===== src/rtl/hashcore_sched.sv =====
`default_nettype none
// ============================================================================
// hashcore_sched -- loads host work packets bit-serially into a hashcore bank
// and arbitrates golden-nonce strobes into one valid/ready result stream.
// Revision: 1.0
// ============================================================================
module hashcore_sched #(
  parameter int NUM_CORES  = 4,
  parameter int WORD_COUNT = 11
) (
  input  logic                    hash_clk,
  input  logic                    reset_n,
  input  logic [31:0]             wr_data,
  input  logic                    wr_valid,
  output logic                    wr_ready,
  output logic                    core_din,
  output logic                    core_shift,
  output logic [2*NUM_CORES-1:0]  core_nonce_msb,
  input  logic [29:0]             core_nonce0,
  input  logic [32*NUM_CORES-1:0] core_gn,
  input  logic [NUM_CORES-1:0]    core_gn_match,
  output logic [31:0]             gn_data,
  output logic [1:0]              gn_core,
  output logic                    gn_valid,
  input  logic                    gn_ready,
  output logic                    gn_overflow,
  output logic                    work_exhausted
);
  localparam int TOTAL_BITS = WORD_COUNT * 32;
  localparam int BIT_CNT_W  = $clog2(TOTAL_BITS + 1);
  localparam int WORD_CNT_W = $clog2(WORD_COUNT + 1);
  localparam logic [BIT_CNT_W-1:0]  C_LAST_CNT  = BIT_CNT_W'(TOTAL_BITS);
  localparam logic [BIT_CNT_W-1:0]  C_BIT_ONE   = BIT_CNT_W'(1);
  localparam logic [WORD_CNT_W-1:0] C_LAST_WORD = WORD_CNT_W'(WORD_COUNT - 1);
  localparam logic [WORD_CNT_W-1:0] C_WORD_ONE  = WORD_CNT_W'(1);

  typedef enum logic [1:0] {
    ST_IDLE  = 2'd0,
    ST_FILL  = 2'd1,
    ST_SHIFT = 2'd2
  } state_t;

  state_t                 state_q, state_d;
  logic [TOTAL_BITS-1:0]  stage_q, stage_d;
  logic [BIT_CNT_W-1:0]   bit_cnt_q, bit_cnt_d;
  logic [WORD_CNT_W-1:0]  word_cnt_q, word_cnt_d;
  logic                   wr_ready_q, wr_ready_d;
  logic                   shift_q, shift_d;
  logic                   din_q, din_d;
  logic [1:0]             post_q, post_d;
  logic [29:0]            nonce0_q;
  logic [NUM_CORES-1:0]   pend_q, pend_d;
  logic [31:0]            slot_q [NUM_CORES];
  logic [31:0]            slot_d [NUM_CORES];
  logic [1:0]             ptr_q, ptr_d;
  logic                   out_valid_q, out_valid_d;
  logic [31:0]            out_data_q, out_data_d;
  logic [1:0]             out_core_q, out_core_d;
  logic                   ovf_q, ovf_d;
  logic                   exh_q, exh_d;
  logic                   accept, enter_shift, leave_shift, load, found;
  logic [1:0]             win, cand;

  for (genvar k = 0; k < NUM_CORES; k++) begin : g_nonce_msb
    assign core_nonce_msb[2*k +: 2] = 2'(k);
  end

  // The staging register doubles as the serialiser: words shift in at the
  // bottom, so word 0 ends up at the MSB and leaves first.
  always_comb begin
    state_d    = state_q;
    stage_d    = stage_q;
    bit_cnt_d  = bit_cnt_q;
    word_cnt_d = word_cnt_q;
    shift_d    = 1'b0;
    din_d      = 1'b0;
    accept     = wr_valid & wr_ready_q;
    case (state_q)
      ST_IDLE, ST_FILL: begin
        if (accept) begin
          stage_d = (stage_q << 32) | TOTAL_BITS'(wr_data);
          if (word_cnt_q == C_LAST_WORD) begin
            word_cnt_d = '0;
            state_d    = ST_SHIFT;
          end else begin
            word_cnt_d = word_cnt_q + C_WORD_ONE;
            state_d    = ST_FILL;
          end
        end
      end
      ST_SHIFT: begin
        if (bit_cnt_q == C_LAST_CNT) begin
          bit_cnt_d = '0;
          state_d   = ST_IDLE;
        end else begin
          shift_d   = 1'b1;
          din_d     = stage_q[TOTAL_BITS-1];
          stage_d   = stage_q << 1;
          bit_cnt_d = bit_cnt_q + C_BIT_ONE;
        end
      end
      default: state_d = ST_IDLE;
    endcase
    wr_ready_d  = (state_d != ST_SHIFT);
    enter_shift = (state_q != ST_SHIFT) && (state_d == ST_SHIFT);
    leave_shift = (state_q == ST_SHIFT) && (state_d != ST_SHIFT);
    post_d      = leave_shift ? 2'd2 : ((post_q != 2'd0) ? post_q - 2'd1 : 2'd0);
  end

  always_comb begin
    pend_d      = pend_q;
    slot_d      = slot_q;
    ptr_d       = ptr_q;
    out_valid_d = out_valid_q;
    out_data_d  = out_data_q;
    out_core_d  = out_core_q;
    ovf_d       = ovf_q;
    exh_d       = exh_q;
    found       = 1'b0;
    win         = '0;
    cand        = '0;
    for (int i = 1; i <= NUM_CORES; i++) begin
      cand = 2'((int'(ptr_q) + i) % NUM_CORES);
      if (!found && pend_q[cand]) begin
        found = 1'b1;
        win   = cand;
      end
    end
    load = ~out_valid_q | gn_ready;
    if (load) begin
      out_valid_d = found;
      if (found) begin
        out_data_d  = slot_q[win];
        out_core_d  = win;
        ptr_d       = win;
        pend_d[win] = 1'b0;
      end
    end
    // pend_d already reflects this cycle's take, so a take plus strobe is no overflow
    for (int k = 0; k < NUM_CORES; k++) begin
      if (core_gn_match[k]) begin
        if (shift_q) begin
          ovf_d = 1'b1;
        end else begin
          if (pend_d[k]) ovf_d = 1'b1;
          pend_d[k] = 1'b1;
          slot_d[k] = core_gn[k*32 +: 32];
        end
      end
    end
    if ((state_q != ST_SHIFT) && (post_q == 2'd0) &&
        (nonce0_q == 30'h3FFF_FFFF) && (core_nonce0 == 30'h0)) begin
      exh_d = 1'b1;
    end
    if (enter_shift) begin
      pend_d      = '0;
      out_valid_d = 1'b0;
      ovf_d       = 1'b0;
      exh_d       = 1'b0;
    end
  end

  always_ff @(posedge hash_clk or negedge reset_n) begin
    if (!reset_n) begin
      state_q     <= ST_IDLE;
      stage_q     <= '0;
      bit_cnt_q   <= '0;
      word_cnt_q  <= '0;
      wr_ready_q  <= 1'b0;
      shift_q     <= 1'b0;
      din_q       <= 1'b0;
      post_q      <= 2'd0;
      nonce0_q    <= '0;
      pend_q      <= '0;
      for (int k = 0; k < NUM_CORES; k++) slot_q[k] <= '0;
      ptr_q       <= 2'(NUM_CORES - 1);
      out_valid_q <= 1'b0;
      out_data_q  <= '0;
      out_core_q  <= '0;
      ovf_q       <= 1'b0;
      exh_q       <= 1'b0;
    end else begin
      state_q     <= state_d;
      stage_q     <= stage_d;
      bit_cnt_q   <= bit_cnt_d;
      word_cnt_q  <= word_cnt_d;
      wr_ready_q  <= wr_ready_d;
      shift_q     <= shift_d;
      din_q       <= din_d;
      post_q      <= post_d;
      nonce0_q    <= core_nonce0;
      pend_q      <= pend_d;
      slot_q      <= slot_d;
      ptr_q       <= ptr_d;
      out_valid_q <= out_valid_d;
      out_data_q  <= out_data_d;
      out_core_q  <= out_core_d;
      ovf_q       <= ovf_d;
      exh_q       <= exh_d;
    end
  end

  assign wr_ready       = wr_ready_q;
  assign core_shift     = shift_q;
  assign core_din       = din_q;
  assign gn_valid       = out_valid_q;
  assign gn_data        = out_data_q;
  assign gn_core        = out_core_q;
  assign gn_overflow    = ovf_q;
  assign work_exhausted = exh_q;

endmodule
`default_nettype wire


===== config.mk =====
export PLATFORM = sky130hd
export DESIGN_NAME = hashcore_sched
export DESIGN_NICKNAME = d
export VERILOG_FILES = /design/src/rtl/hashcore_sched.sv
export SDC_FILE = /design/constraint.sdc
export NUM_CORES = 1
export LEC_CHECK = 0
export ABC_AREA = 1
export CAP_MARGIN = 10
export CORE_MARGIN = 8
export CORE_UTILIZATION = 52
export CTS_CLUSTER_SIZE = 16
export DETAILED_ROUTE_END_ITERATION = 6
export PLACE_DENSITY = 0.82
export SLEW_MARGIN = 20
export SYNTH_ARGS = -nofsm -noshare
export SYNTH_HDL_FRONTEND = slang
export SYNTH_SLANG_ARGS = --single-unit

===== constraint.sdc =====
create_clock -name hash_clk -period 2 [get_ports hash_clk]
set_input_delay 0.3 -clock hash_clk [delete_from_list [all_inputs] [get_ports hash_clk]]
set_output_delay 0.3 -clock hash_clk [all_outputs]
set_load 0.05 [all_outputs]

### After elaboration in Yosys (flattened, before gate mapping)

Index checks and enable logic that the tools add are counted.

* order comparisons: 7
* add/sub/neg operators: 7
* multiplexer cells: 64
* equal/unequal tests: 10
* reduce and logical (&&, ||, !) cells: 27
* bitwise gates (word level): 8

Operators with widths (count)
* 352-bit two-way mux: 2
* 352-bit one-hot mux with 2 select lines: 1
* 352-bit by 32-bit bitwise OR with 352-bit output: 1
* 32-bit binary-select mux with 2-bit select: 1
* 32-bit two-way mux: 2
* 1-bit two-way mux: 38
* 30-bit equality test (second input constant): 1
* 30-bit logical NOT: 1
* 2-bit two-way mux: 9
* 4-bit two-way mux: 4
* 2-bit by 3-bit < comparator with 1-bit output (second input constant): 5
* 2-bit AND reduction: 6
* 9-bit by 1-bit adder with 9-bit output (second input constant): 1
* 9-bit equality test (second input constant): 1
* 1-bit logical AND: 9
* 9-bit two-way mux: 1
* 1-bit binary-select mux with 2-bit select: 4
* 2-bit inequality test (second input constant): 4
* 2-bit nonzero test: 4
* 2-bit by 1-bit adder with 2-bit output (second input constant): 2
* 2-bit adder (second input constant): 2
* 4-bit by 1-bit adder with 4-bit output (second input constant): 1
* 4-bit AND: 1
* 2-bit equality test (second input constant): 2
* 16 further kinds: 20

* input port bits: 198
* register bits after elaboration: 573
* word-level logic and storage cells: 143
* output and inout bits: 48

### Longest topological paths before layout

Gate-level depths: netlist of run 1.

* depth in word-level cells: 34
* gate-level depth with buffers: 18
* depth with buffers taken out: 17

### Least setup slack after synthesis of run 1

OpenSTA, ideal clock, no wires.

* kind: reg-to-reg
* from: reg ptr_q[0]
* to: reg ovf_q, in the netlist gn_overflow
* buffers on the path: 1
* cell stages (with the launch flop): 17
* slack: 28 ps
* data arrival time: 1835 ps
* required time: 1863 ps
* setup time: 137 ps
* period minus slack after synthesis: 1972 ps
* path through: dfstp_2 -> buf_6 -> inv_4 -> nand2_2 -> nand2_1 -> nand2_1 -> nand2_2 -> nor2_8 -> nand3b_1 -> nand2_2 -> nand2_4 -> o21ai_1 -> nand2_1 -> nand2_1 -> nand2_1 -> nor2_1 -> nor2_1

* longest elaborated chain between the ends: 34
* elaborated cells on any way between the ends: 48
* classes of those cells: add/sub: 4; order compare: 2; mux: 33; bitwise: 2; reduce/logical: 7

Ends and longest elaborated chain
* start: declaration: line 55 `logic [1:0] ptr_q, ptr_d;`
* start signal: assignment: line 176 `ptr_q <= 2'(NUM_CORES - 1);`
* start signal: assignment: line 194 `ptr_q <= ptr_d;`
* 2-bit by 1-bit adder with 2-bit output: line 123 `cand = 2'((int'(ptr_q) + i) % NUM_CORES);`
* 1-bit binary-select mux with 2-bit select: line 124 `if (!found && pend_q[cand]) begin`
* 1-bit two-way mux (implied by the code): line 124
* 1-bit two-way mux: line 124
* 1-bit logical NOT: line 124
* 1-bit logical AND: line 124
* 1-bit two-way mux: line 124
* 1-bit logical NOT: line 124
* [... 19 more ...]
* 1-bit two-way mux: line 145 `if (pend_d[k]) ovf_d = 1'b1;`
* 1-bit two-way mux: line 142 `if (shift_q) begin`
* 1-bit two-way mux: line 141 `if (core_gn_match[k]) begin`
* 1-bit two-way mux: line 145
* 1-bit two-way mux: line 142
* 1-bit two-way mux (*): line 141
* 1-bit two-way mux (*): line 155 `if (enter_shift) begin`
* named net ovf_d: line 59 `logic ovf_q, ovf_d;`
* end signal: assignment: line 198 `ovf_q <= ovf_d;`
* end: declaration: line 59

Mark *: on every way through the listed nets, which the timed path passes. The rest lies on a longest branch. The select of a mux whose other input is x is not followed.
A chain may end at the register's enable or synchronous reset.

### Worst setup path after layout of run 1

* from: reg ptr_q[1]
* to: reg out_data_q[6], in the netlist gn_data[6]

* longest elaborated chain between the ends: 17
* elaborated cells on any way between the ends: 31
* classes of those cells: add/sub: 4; mux: 19; bitwise: 1; reduce/logical: 7

Ends and longest elaborated chain
* 2-bit by 1-bit adder with 2-bit output: line 123
* 1-bit binary-select mux with 2-bit select: line 124
* 1-bit two-way mux (implied by the code): line 124
* 1-bit two-way mux: line 124
* 1-bit logical NOT: line 124
* 1-bit logical AND: line 124
* 1-bit two-way mux: line 124
* 1-bit logical NOT: line 124
* 1-bit logical AND: line 124
* 1-bit two-way mux: line 124
* 1-bit logical NOT: line 124
* 1-bit logical AND: line 124
* 2-bit two-way mux: line 124
* 2-bit inverter with 3-bit output (implied by the code): line 133 `out_data_d = slot_q[win];`
* 32-bit binary-select mux with 2-bit select: line 133
* 32-bit two-way mux (implied by the code) (2 in a row): line 133
* end signal: assignment: line 196 `out_data_q <= out_data_d;`
* end: declaration: line 57 `logic [31:0] out_data_q, out_data_d;`

Parallel ways exist; a longest one is shown, timed or not. The select of a mux whose other input is x is not followed.

==> out/metrics.yaml, run 1 <==
timing:
  hold_viol: 0
  worst-slew-pin-transition_ps: 579
  period_share_pct: 117
  rsz0062_at_grt: "yes"
  tns_ps: -13280
  maxSlewViolCount: 0
  fin_skew_ps: 20.6
  fin_crit_ps: 2350
  max_freq_mhz: 426
  relSlewSlack_pct: 61.5
  final.setup.worst_slack_ps: -345
  setup_viol_count_final: 166
power_and_ir_drop:
  p_leak_nw: 14.7
  p_per_area_nw_per_um2: 1600
  vdd_drop_max_mv: 1.04
cells_and_area:
  final_nets: 3344
  regArea_sq_um: 14300
  instances_no_fill: 3863
  drive_gt1_share_pct: 16.4
  nFillCells: 3292
  syn_to_final_growth_pct: 33.0
  multi_input_area_sq_um: 9650
  final_common_cell: "dfrtp_1"
  fin_area_sq_um: 34700
  final_util_pct: 69.6
  layout_common_cells: "571 x dfrtp_1, 447 x nand2_1, 419 x inv_1"
yosys:
  yosysWarnings: 0
  synth_area_sq_um: 26100
  synth_flop_cell: "dfrtp_1"
  postSynthCellCount: 2811
  synth_cell_types: 42
  synth_area_leaders: "dfrtp_1 55%, o211ai_1 11%, nand2_1 6.8%"
  synth_edf_count: 0
  async_reset_ff_share_pct: 100
  synth_area_leader_cell: "dfrtp_1"
  ys_ff_latch: 573
  syn_avg_cell_area_sq_um: 9.28
  synth_top_area_share_pct: 54.8
  yosysSeqAreaShare_pct: 55.0
run:
  maxCapViolations: 0
critical_path:
  cp-end-kind: "flop"
  arrival_ps: 2830
  crit_fanout: 9
  path_class: "reg -> reg"
  critPathRequiredTime_ps: 2490
  start_kind: "flop"
status:
  violations: "negative setup slack"
  status: "complete, but fails checks"
floorplan:
  io-pin-count: 246
  die_h_microns: 240
  die_area_sq_um: 57600
  initial_utilization_pct: 52.3
  die_x_microns: 240
  design.core.area_sq_um: 49900
  rows: 82
route:
  finalWirelength_microns: 75400
  viasPerCell: 5.81
  dr_total_vias: 22500
  drt_pass1_iterations: 6
  drt_iter0_drc: 1940
  drt-wirelength-per-cell_microns: 19.5
  drc: 0
  final_antenna_net_count: 0
clocking:
  cts_tree: "done"
  clk_latency_ps: 630
  root_buffer: "clkbuf_16"
  clock_sinks: 573
  cts_max_path_buffers: 3
  clk_pin_slew_ps: 60
  cts_made_buffers: 58
  htree_levels: 2
grt:
  grt_max_degree: 130
  track_usage_pct: 20.9
  antenna_found_initial: 1
  grt_pass1_vias: 20900
  gr-total-overflow: 0
  grt_pass1_wl_microns: 100000
min_path:
  hold_class: "in -> async"
place:
  portBuffers: 237
  gp_congestion: 0.865
  dp_hpwl_microns: 40500
  dpl_cell_area_sq_um: 29400
  dp_cells: 3615
  place_ws_ps: -412
## critical path, cell delays in order, from the launching register on
cell and delay, ps:
dfstp_2 620, inv_4 70, nand2_2 90, nand2_4 70, nand2_4 90, nand2_4 90, nor2_8 130, nand3_4 110
nand2_8 130, nand2_8 160, buf_12 180, buf_16 120, o211ai_1 210, a31oi_1 130
## per-stage QoR
| stage | hold slack, ps | power, mW |
|---|---|---|
| after floorplan | 4.41 | 29.9 |
| after global placement | 189 | 34.1 |
| after detailed placement | 190 | 34.9 |
| after CTS | 130 | 49.5 |
| after global routing | 147 | 58.1 |
| final | 136 | 55.4 |
## metal layers
metal | part of all wire, % | vias to the layer above | global-route usage (%)
met1 | 38 | 11100 | 25.5
met2 | 52 | 894 | 36.4
met5 | 0 | - | 0
met3 | 4.9 | 280 | 3.44
li1 | - | 10100 | -
met4 | 4.9 | 0 | 8.86
## logic make-up (layout without fill, tap and decap cells)
family	Yosys count	after routing	synth area share, %
other cells	2	9	0.0288
xor+xnor	8	8	0.269
compound gates	869	869	20.7
simple gates	642	650	9.96
mux	80	80	3.45
flops	573	573	55.0
buf+inv	635	1000	10.5
fa+ha+maj	2	2	0.0959
## where the power goes
| group | leakage [nW] | internal (mW) | switching (mW) |
|---|---|---|---|
| registers | 7.12 | 15.7 | 2.47 |
| logic | 6.63 | 11.4 | 14.4 |
| clock network | 0.999 | 6.72 | 4.68 |
| total | 14.7 | 33.9 | 21.5 |
## Yosys cell counts (2+ instances only)
| cell type | number |
|---|---|
| buf_1 | 24 |
| xor2_1 | 5 |
| clkbuf_2 | 19 |
| nand3_1 | 12 |
| mux2_2 | 80 |
| inv_1 | 424 |
| a21oi_1 | 71 |
| buf_4 | 12 |
| nand3b_1 | 2 |
| a31oi_1 | 17 |
| nand2_1 | 470 |
| conb_1 | 2 |
| nor4_1 | 7 |
| inv_2 | 4 |
| o311ai_1 | 16 |
| nor3_1 | 3 |
| o211ai_1 | 383 |
| nor2_1 | 114 |
| xnor2_1 | 3 |
| buf_6 | 32 |
| nand2_4 | 4 |
| nand2_2 | 8 |
| dfstp_2 | 2 |
| nor2_2 | 2 |
| ha_1 | 2 |
| o21ai_0 | 201 |
| dfrtp_1 | 571 |
| buf_2 | 39 |
| nand3_2 | 2 |
| nor4b_1 | 2 |
| o21ai_1 | 176 |
| nand4_1 | 11 |
| clkbuf_1 | 79 |
| o22ai_1 | 4 |
## worst paths after layout
check	from	endpoint	slack (ps)	cells after the start
setup / recovery	ptr_q[1]	gn_data[6]	-350	13
hold / removal	reset_n	stage_q[57]	140	2
setup reg to reg	ptr_q[1]	gn_data[6]	-350	13
hold reg to reg	work_exhausted	work_exhausted	490	2
max in group asynchronous	reset_n	ptr_q[1]	970	4
min in group hash_clk	core_nonce0[3]	nonce0_q[3]	170	1
## repair_timing
action	CTS	global route
hold endpoints to repair	277	0
pin swaps	35	40
gates cloned	7	91
endpoints found under the setup margin	93	384
hold buffers	1	0
resized for setup	145	275
setup buffers	22	21
## area by class of cell
type / instances / area share [%]
Antenna cell: 1 / 0.00721
Tap cell: 672 / 2.42
Multi-Input combinational cell: 1617 / 27.8
Inverter: 430 / 4.74
Timing Repair Buffer: 464 / 17.9
Clock inverter: 31 / 1.11
Sequential cell: 573 / 41.3
Clock buffer: 75 / 4.66
## state kept, by name (all words and copies together), names as in the netlist, 2 cells and up
register / count
ptr_q: 2
gn_data: 32
pend_q: 4
nonce0_q: 30
gn_core: 2
stage_q: 352
bit_cnt_q: 9
state_q: 2
word_cnt_q: 4
post_q: 2
slot_q: 128
Power figures use the tool's default switching activity.
==> run 2, diff against run 1 <==
--- a/config.mk
+++ b/config.mk
@@ -6,11 +6,11 @@
 export NUM_CORES = 1
 export LEC_CHECK = 0
 export ABC_AREA = 1
-export CAP_MARGIN = 10
 export CORE_MARGIN = 8
 export CORE_UTILIZATION = 52
 export CTS_CLUSTER_SIZE = 16
 export DETAILED_ROUTE_END_ITERATION = 6
+export GPL_ROUTABILITY_DRIVEN = 0
 export PLACE_DENSITY = 0.82
 export SLEW_MARGIN = 20
 export SYNTH_ARGS = -nofsm -noshare
==> run 2 against run 1 <==
The run still ends with negative setup slack left. Count of clock-buffer cells in the layout increased by 3. Register-to-register slack worse by 120 ps. Combinational power grew 4%. Core utilization down 0.50 points. Critical path depth up 3.
==> out/metrics.yaml, run 2 (synthesis results as in run 1) <==
status:
  status: "complete, but fails checks"  # unchanged
  violations: "negative setup slack"  # unchanged
route:
  drt_pass1_iterations: 6  # unchanged
  drt_iter0_drc: 2658  # was 1940
  viasPerCell: 6.00  # was 5.81
  finalWirelength_microns: 80100  # was 75400 microns
  final_antenna_net_count: 0  # unchanged
  drc: 0  # unchanged
  dr_total_vias: 23000  # was 22500
  drt-wirelength-per-cell_microns: 20.9  # was 19.5 microns
grt:
  track_usage_pct: 21.9  # was 20.9%
  gr-total-overflow: 0  # unchanged
  grt_pass1_wl_microns: 105000  # was 100000 microns
  antenna_found_initial: 0  # was 1
  grt_pass1_vias: 21300  # was 20900
  grt_max_degree: 143  # was 130
floorplan:
  io-pin-count: 246  # unchanged
  initial_utilization_pct: 52.3  # unchanged
  rows: 82  # unchanged
  design.core.area_sq_um: 49900  # unchanged
  die_x_microns: 240  # unchanged
  die_area_sq_um: 57600  # unchanged
  die_h_microns: 240  # unchanged
timing:
  final.setup.worst_slack_ps: -468  # was -345 ps
  relSlewSlack_pct: 56.1  # was 61.5%
  period_share_pct: 123  # was 117%
  fin_crit_ps: 2470  # was 2350 ps
  worst-slew-pin-transition_ps: 661  # was 579 ps
  tns_ps: -36480  # was -13280 ps
  fin_skew_ps: 29.2  # was 20.6 ps
  maxSlewViolCount: 0  # unchanged
  rsz0062_at_grt: "yes"  # unchanged
  hold_viol: 0  # unchanged
  setup_viol_count_final: 371  # was 166
  max_freq_mhz: 405  # was 426 MHz
critical_path:
  arrival_ps: 2980  # was 2830 ps
  crit_fanout: 8  # was 9
  cp_num_buf_inv: 2  # was 3
  path_common_cell: "nand2_4"  # unchanged
  slowest_stage: "dfstp_2"  # unchanged
  crit_family: "simple AND/OR/NAND/NOR gates"  # unchanged
  cp-end-kind: "flop"  # unchanged
  critPathRequiredTime_ps: 2510  # was 2490 ps
  start_kind: "flop"  # unchanged
  crit_path_cell_trace: "inv_6 > nand2_2 > nand2_4 > nand2_4 > nand2_8 > nor2_8 > buf_6 > nand3b_1 > nand2_4 > nand2_4 > o21ai_1 > nand2_1 > nand2_1 > nand2_1 > nor2_2 > nor2_1"  # was inv_4 > nand2_2 > nand2_4 > nand2_4 > nand2_4 > nor2_8 > nand3_4 > nand2_8 > nand2_8 > buf_12 > buf_16 > o211ai_1 > a31oi_1
  slowest_delay_ps: 610  # was 620 ps
  path_class: "reg -> reg"  # unchanged
power_and_ir_drop:
  combPwrFrac_pct: 47.6  # was 46.6%
  p_int_mw: 33.9  # about the same
  seqPwrFrac_pct: 32.3  # was 32.8%
  p_leak_nw: 14.6  # was 14.7 nW
  swShare_pct: 40.0  # was 38.8%
  vdd_drop_max_mv: 1.25  # was 1.04 mV
  p_per_area_nw_per_um2: 1640  # was 1600 nW/um^2
  clkPwrFrac_pct: 20.2  # was 20.6%
  switchingPower_mw: 22.7  # was 21.5 mW
clocking:
  clk_pin_slew_ps: 60  # about the same
  cts_max_path_buffers: 3  # unchanged
  cts_tree: "done"  # unchanged
  cts_made_buffers: 57  # was 58
  clk_latency_ps: 640  # was 630 ps
  htree_levels: 2  # unchanged
  root_buffer: "clkbuf_16"  # unchanged
  clock_sinks: 573  # unchanged
cells_and_area:
  final_common_cell: "dfrtp_1"  # unchanged
  largest_register_ffs: 352  # unchanged
  final_util_pct: 69.1  # was 69.6%
  layout_common_cells: "571 x dfrtp_1, 435 x nand2_1, 421 x inv_1"  # was 571 x dfrtp_1, 447 x nand2_1, 419 x inv_1
  fin_area_sq_um: 34400  # was 34700 sq um
  final_nets: 3322  # was 3344
  multi_input_area_sq_um: 9620  # was 9650 sq um
  nFillCells: 3107  # was 3292
  drive_gt1_share_pct: 16.4  # about the same
  top_register: "stage_q"  # unchanged
  regArea_sq_um: 14300  # unchanged
  syn_to_final_growth_pct: 32.0  # was 33.0%
place:
  dp_hpwl_microns: 41100  # was 40500 microns
  dpl_cell_area_sq_um: 29400  # about the same
  portBuffers: 237  # unchanged
run:
  maxCapViolations: 0  # unchanged
min_path:
  hold_class: "in -> async"  # unchanged
==> run 2: layout make-up <==
type / instances / area share (%)
Clock inverter: 23 / 1.01
Clock buffer: 78 / 4.69
Inverter: 430 / 4.76
Timing Repair inverter: 1 / 0.0472
Timing Repair Buffer: 448 / 17.5
Sequential cell: 573 / 41.6
Antenna cell: 1 / 0.00727
Multi-Input combinational cell: 1611 / 27.9
Tap cell: 672 / 2.44
==> run 2: layer usage <==
metal / up-vias / track usage, % / part of all wire (%)
met4: 0 / 10.5 / 5.7
met3: 402 / 4.01 / 6.8
met5: - / 0 / 0
li1: 10100 / - / -
met2: 1178 / 37.1 / 51
met1: 11400 / 26.9 / 36
==> run 2: power by group through the flow <==
stage	Sequential [mW]	Combinational, mW	Clock (mW)
6_report	18.3	26.9	11.4
5_1_grt	18.6	28.5	12.0
4_1_cts	17.9	20.7	11.4
3_5_place_dp	18.1	16.8	0
3_3_place_gp	17.9	15.9	0
2_1_floorplan	18.6	11.3	0
==> run 2: worst paths after layout <==
path,slack [ps],end,from,cells after the start
setup / recovery,-470,gn_overflow,ptr_q[0],16
hold / removal,160,stage_q[53],reset_n,2
setup reg to reg,-470,gn_overflow,ptr_q[0],16
hold reg to reg,490,core_din,stage_q[351],2
max in group asynchronous,1000,ptr_q[1],reset_n,4
min in group hash_clk,160,nonce0_q[28],core_nonce0[28],1
==> run 2: stage by stage <==
step / hold slack, ps / worst slack (ps) / instances / power [mW]
global route: 127 / -467 / 3836 / 59.0
global placement: 203 / -325 / 3613 / 33.9
detailed placement: 210 / -516 / 3613 / 34.9
floorplan: 4.41 / 28.3 / 2817 / 29.9
finish: 155 / -468 / 3837 / 56.6
CTS: 125 / -175 / 3738 / 50.0
==> run 2: repair_timing <==
action / 4_1_cts / 5_1_grt
hold buffers: 1 / 0
buffers inserted: 13 / 30
gates cloned: 10 / 70
setup endpoints to repair: 336 / 385
gates resized for setup: 156 / 316
pin swaps: 24 / 49
hold endpoints to repair: 261 / 0
